==> config.mk <==
export PLATFORM = sky130hd
export DESIGN_NAME = imm_extend_stage
export DESIGN_NICKNAME = d
export VERILOG_FILES = /design/src/rtl/imm_pkg.sv /design/src/rtl/imm_decode.sv /design/src/rtl/imm_extend_stage.sv
export SDC_FILE = /design/constraint.sdc
export NUM_CORES = 1
export LEC_CHECK = 0
export BUFFER_PORTS_ARGS = -buffer_cell sky130_fd_sc_hd__buf_4
export CAP_MARGIN = 20
export CORE_ASPECT_RATIO = 1.1
export CORE_UTILIZATION = 35
export CTS_BUF_LIST = sky130_fd_sc_hd__clkbuf_8
export CTS_CLUSTER_DIAMETER = 200
export DETAILED_ROUTE_END_ITERATION = 10
export MAX_ROUTING_LAYER = met4
export PLACE_DENSITY_LB_ADDON = 0.25
export SLEW_MARGIN = 20
export SYNTH_ARGS = -nofsm -noshare
export SYNTH_HDL_FRONTEND = slang
export SYNTH_SLANG_ARGS = --single-unit
==> constraint.sdc <==
create_clock -name clk -period 2.7 [get_ports clk]
set_input_delay 0.135 -clock clk [delete_from_list [all_inputs] [get_ports clk]]
set_output_delay 0.135 -clock clk [all_outputs]
set_load 0.05 [all_outputs]
==> src/rtl/imm_pkg.sv <==
// Shared encodings for the registered immediate extender: immsrc selects and
// skid-buffer FSM states.
package imm_pkg;

    localparam logic [2:0] IMM_I = 3'b000;
    localparam logic [2:0] IMM_S = 3'b001;
    localparam logic [2:0] IMM_B = 3'b010;
    localparam logic [2:0] IMM_J = 3'b011;
    localparam logic [2:0] IMM_U = 3'b100;
    localparam logic [2:0] IMM_Z = 3'b101;

    typedef enum logic [1:0] {
        EMPTY = 2'd0,
        ONE   = 2'd1,
        TWO   = 2'd2
    } stage_state_t;

endpackage

==> src/rtl/imm_decode.sv <==
// Combinational immediate decode from instr[31:7]; sign-extended to XLEN.
// Optional macro IMM_EXTEND_ZIMM_EN enables the CSR zimm (immsrc 101) decode.
module imm_decode
    import imm_pkg::*;
#(
    parameter int XLEN = 32
) (
    input  logic [24:0]     instr,
    input  logic [2:0]      immsrc,
    output logic [XLEN-1:0] imm,
    output logic            illegal
);

    logic [31:0] imm32;
    logic        sign;

    // instr[k] of the full instruction lives at instr[k-7] here
    assign sign = instr[24];

    always_comb begin
        imm32   = '0;
        illegal = 1'b0;
        case (immsrc)
            IMM_I: imm32 = {{20{sign}}, instr[24:13]};
            IMM_S: imm32 = {{20{sign}}, instr[24:18], instr[4:0]};
            IMM_B: imm32 = {{20{sign}}, instr[0], instr[23:18], instr[4:1], 1'b0};
            IMM_J: imm32 = {{12{sign}}, instr[12:5], instr[13], instr[23:14], 1'b0};
            IMM_U: imm32 = {instr[24:5], 12'b0};
`ifdef IMM_EXTEND_ZIMM_EN
            IMM_Z: imm32 = {27'b0, instr[12:8]};
`endif
            default: illegal = 1'b1;
        endcase
    end

    // zimm has a clear top bit, so one sign-extension covers every encoding
    assign imm = XLEN'($signed(imm32));

endmodule

==> src/rtl/imm_extend_stage.sv <==
// Registered immediate extender between decode and execute with a 2-entry
// skid buffer and flush. Optional macro: IMM_EXTEND_ZIMM_EN (see imm_decode).
//
//   state | meaning
//   EMPTY | no entries held
//   ONE   | main holds the presented entry
//   TWO   | main + skid full, in_ready low
module imm_extend_stage
    import imm_pkg::*;
#(
    parameter int XLEN  = 32,
    parameter int TAG_W = 8
) (
    input  logic             clk,
    input  logic             reset,
    input  logic             in_valid,
    output logic             in_ready,
    input  logic [24:0]      in_instr,
    input  logic [2:0]       in_immsrc,
    input  logic [TAG_W-1:0] in_tag,
    input  logic             flush,
    output logic             out_valid,
    input  logic             out_ready,
    output logic [XLEN-1:0]  out_imm,
    output logic [TAG_W-1:0] out_tag,
    output logic             out_illegal
);

    logic [XLEN-1:0]  dec_imm;
    logic             dec_ill;
    stage_state_t     state, state_nxt;
    logic [XLEN-1:0]  main_imm, skid_imm;
    logic [TAG_W-1:0] main_tag, skid_tag;
    logic             main_ill, skid_ill;
    logic             accept, retire;
    logic             load_main_in, load_main_skid, load_skid;

    imm_decode #(.XLEN(XLEN)) u_decode (
        .instr   (in_instr),
        .immsrc  (in_immsrc),
        .imm     (dec_imm),
        .illegal (dec_ill)
    );

    assign in_ready  = (state != TWO) && !reset;
    assign out_valid = (state != EMPTY);
    assign accept    = in_valid & in_ready;
    assign retire    = out_valid & out_ready;

    always_ff @(posedge clk) begin
        if (reset) state <= EMPTY;
        else       state <= state_nxt;
    end

    always_comb begin
        state_nxt      = state;
        load_main_in   = 1'b0;
        load_main_skid = 1'b0;
        load_skid      = 1'b0;
        case (state)
            EMPTY: begin
                if (accept) begin
                    state_nxt    = ONE;
                    load_main_in = 1'b1;
                end
            end
            ONE: begin
                if (accept && retire) begin
                    load_main_in = 1'b1;
                end else if (accept) begin
                    state_nxt = TWO;
                    load_skid = 1'b1;
                end else if (retire) begin
                    state_nxt = EMPTY;
                end
            end
            TWO: begin
                if (retire) begin
                    state_nxt      = ONE;
                    load_main_skid = 1'b1;
                end
            end
            default: state_nxt = EMPTY;
        endcase
        // a flushed accept is simply never stored
        if (flush) begin
            state_nxt      = EMPTY;
            load_main_in   = 1'b0;
            load_main_skid = 1'b0;
            load_skid      = 1'b0;
        end
    end

    always_ff @(posedge clk) begin
        if (reset) begin
            main_imm <= '0;
            main_tag <= '0;
            main_ill <= 1'b0;
            skid_imm <= '0;
            skid_tag <= '0;
            skid_ill <= 1'b0;
        end else begin
            if (load_main_in) begin
                main_imm <= dec_imm;
                main_tag <= in_tag;
                main_ill <= dec_ill;
            end else if (load_main_skid) begin
                main_imm <= skid_imm;
                main_tag <= skid_tag;
                main_ill <= skid_ill;
            end
            if (load_skid) begin
                skid_imm <= dec_imm;
                skid_tag <= in_tag;
                skid_ill <= dec_ill;
            end
        end
    end

    assign out_imm     = main_imm;
    assign out_tag     = main_tag;
    assign out_illegal = main_ill;

endmodule
==> metrics.txt <==
outcome=complete, no violations; Vias per Instance=5.11; Compound-Gate Fraction of Synth Area=26.0%; Cells after Synth=448; Leak Pwr=1.67 nW; Initial Utilization=36.2%; Synth cell types=31; PostCTS Resize Cnt=0; detailed-router iteration count before antenna repair=4; ANT nets after route=0; synthesis-to-finish area growth=24.0%; sequential share of the synthesized area=44.7%; dpl hpwl=6320 µm; Worst-Skew Late Latency=350 ps; routability congestion estimate=0.791; # fillers=1026; vias=3356; Clock transition at path regs=90 ps; CTS tree=done; Max Clk Rate=524 MHz; Max-slew headroom=44.9%; Setup TNS=0 ps; Pins Over Slew Limit=0; Crit Path Max Fanout=59; worst slack, placed=833 ps; Nets=550; Post-route DRC=0; Post-synth EDFFs=0; grt ovf=0; hold_ws=27.7 ps; Max Cap Violations=0; io pins=84; WP data required=2950 ps; post-synthesis simple-gate area fraction=18.1%; Setup Skew=9.16 ps; global-route wire length before repair=16000 µm; initial antenna violation count=0; n_diodes=0; DR iter-0 viols=177; port bufs=83; period utilization=70.6%; Clock Path Buffers=2; smallest setup slack after layout=792 ps; CTS Root Cell=clkbuf_8; RSZ-0062 raised after global routing=no; Core Footprint=0.0104 mm²; Min-Delay Path Class=in2reg; ys async rst share=0%; Final Hold Viols=0; dpl cell area=0.00444 mm²; largest family of logic cells by synthesized area=compound AO/OA/AOI/OAI gates; dominant synthesized flop cell=dfxtp_1; mean post-synth cell area=8.39 µm²; reg-to-reg slack, setup=820 ps; TritonCTS buffer count=9; kind of critical path=in2reg; gr usage total=18.6%; Post-Syn Nets=489; number of global-route vias before repair=3155; Setup violations, final=0; detailed-route wire length=9930 µm; CP arrival=2160 ps; DP Cell Count=639; Layout Cells excl Fill=657; yosys warns=0; Total Power=2.63 mW; Slew @ Worst Pin=827 ps; Die Area=0.0112 mm²; post-route cell area=0.00466 mm²; H-Tree Depth=3; mapped cell area=0.00376 mm²; post-layout util=44.9%; layout cells sized above 1=23.9%; Power per Cell Area=565 mW/mm²; pin count of the biggest net entering global routing=74; post-synthesis adder-cell area fraction=0%; Die Span Y=111 µm; CTS sink cnt=84; IR drop worst, VDD=0.237 mV; row count=39; Worst setup EP type=flip-flop; Synth Register Bits=84; XOR/XNOR Fraction of Synth Area=0.233%; die span in x=101 µm; routed wire length per instance=15.1 µm; crit path time final=1910 ps; multiplexer area fraction after synthesis=5.33%; type of origin of the critical path=input port
-- state kept, by name, summed over array words and instances, names as in the netlist --
| name | count |
|---|---|
| skid_imm | 32 |
| state | 2 |
| out_imm | 32 |
| out_tag | 8 |
| skid_tag | 8 |
| out_illegal | 1 |
| skid_ill | 1 |
-- metal layers --
metal	routed length, µm	track usage, %	up-vias
met5	0	-	-
met4	85	5.51	0
met3	627	4.10	9
met2	4770	29.4	95
met1	4450	23.6	1558
li1	-	-	1694
-- cell families (layout without fill, tap and decap cells) --
group,count (synthesis),after routing
AND/OR/NAND/NOR,150,150
multiplexers,20,20
AO/OA/AOI/OAI,149,149
XOR/XNOR,1,1
flip-flops,84,84
buffers and inverters,44,110
-- cell usage after synthesis (all sizes together), types with 2 or more instances --
| master | count | area share [%] |
|---|---|---|
| buf | 25 | 3.7 |
| dfxtp | 84 | 45 |
| nand2b | 10 | 1.7 |
| nor3 | 2 | 0.27 |
| nand2 | 79 | 7.9 |
| clkbuf | 18 | 1.8 |
| a21oi | 77 | 10 |
| and2 | 3 | 0.50 |
| o22a | 9 | 2.1 |
| o21ai | 6 | 0.80 |
| a221oi | 13 | 4.4 |
| nor2 | 36 | 3.6 |
| a211oi | 34 | 6.8 |
| nor2b | 11 | 1.8 |
| o22ai | 8 | 1.3 |
| or2 | 2 | 0.33 |
| mux2i | 20 | 5.3 |
-- path summary, 6_finish.rpt --
kind	startpoint	end	cells past startpoint
worst min register to register	skid_imm[9]	out_imm[9]	2
worst max register to register	state[1]	skid_imm[22]	5
worst min-delay path	in_tag[1]	skid_tag[1]	3
worst max-delay path	flush	skid_imm[22]	7
-- power by group --
group | switching (mW) | leakage [nW] | total (mW) | internal (mW)
logic | 0.270 | 0.898 | 0.425 | 0.155
registers | 0.0202 | 0.681 | 1.29 | 1.27
clock network | 0.482 | 0.0923 | 0.914 | 0.432
total | 0.772 | 1.67 | 2.63 | 1.86
-- worst max-delay path, cell delays in order --
cell	delay (ps)
dlygate4sd3_1	540
buf_4	160
nor4b_4	270
and2_2	190
buf_4	500
nor2_1	90
a211oi_1	250
-- cells in the final DEF (no fill, tap or decap), types with 10 or more instances in the layout --
cell type / synthesis / final
buf_4: 6 / 89
dfxtp_1: 84 / 84
nand2_1: 79 / 79
a21oi_1: 77 / 77
nor2_1: 36 / 36
a211oi_1: 34 / 34
mux2i_1: 20 / 20
nor2b_1: 11 / 11
nand2b_1: 10 / 10
-- final cells by class --
class,instances,area (µm²),area share [%]
clock buffer,9,124,2.66
clock inverter,7,75.1,1.61
inverter,1,3.75,0.0805
multi-input combinational,320,1870,40.1
sequential,84,1680,36.1
tap,143,179,3.84
timing repair buffer,93,728,15.6
-- timing repair --
item / in CTS / in global routing
setup buffers: 0 / 0
hold buffers: 2 / 0
hold endpoints to repair: 2 / 0
Power figures use the tool's default switching activity.
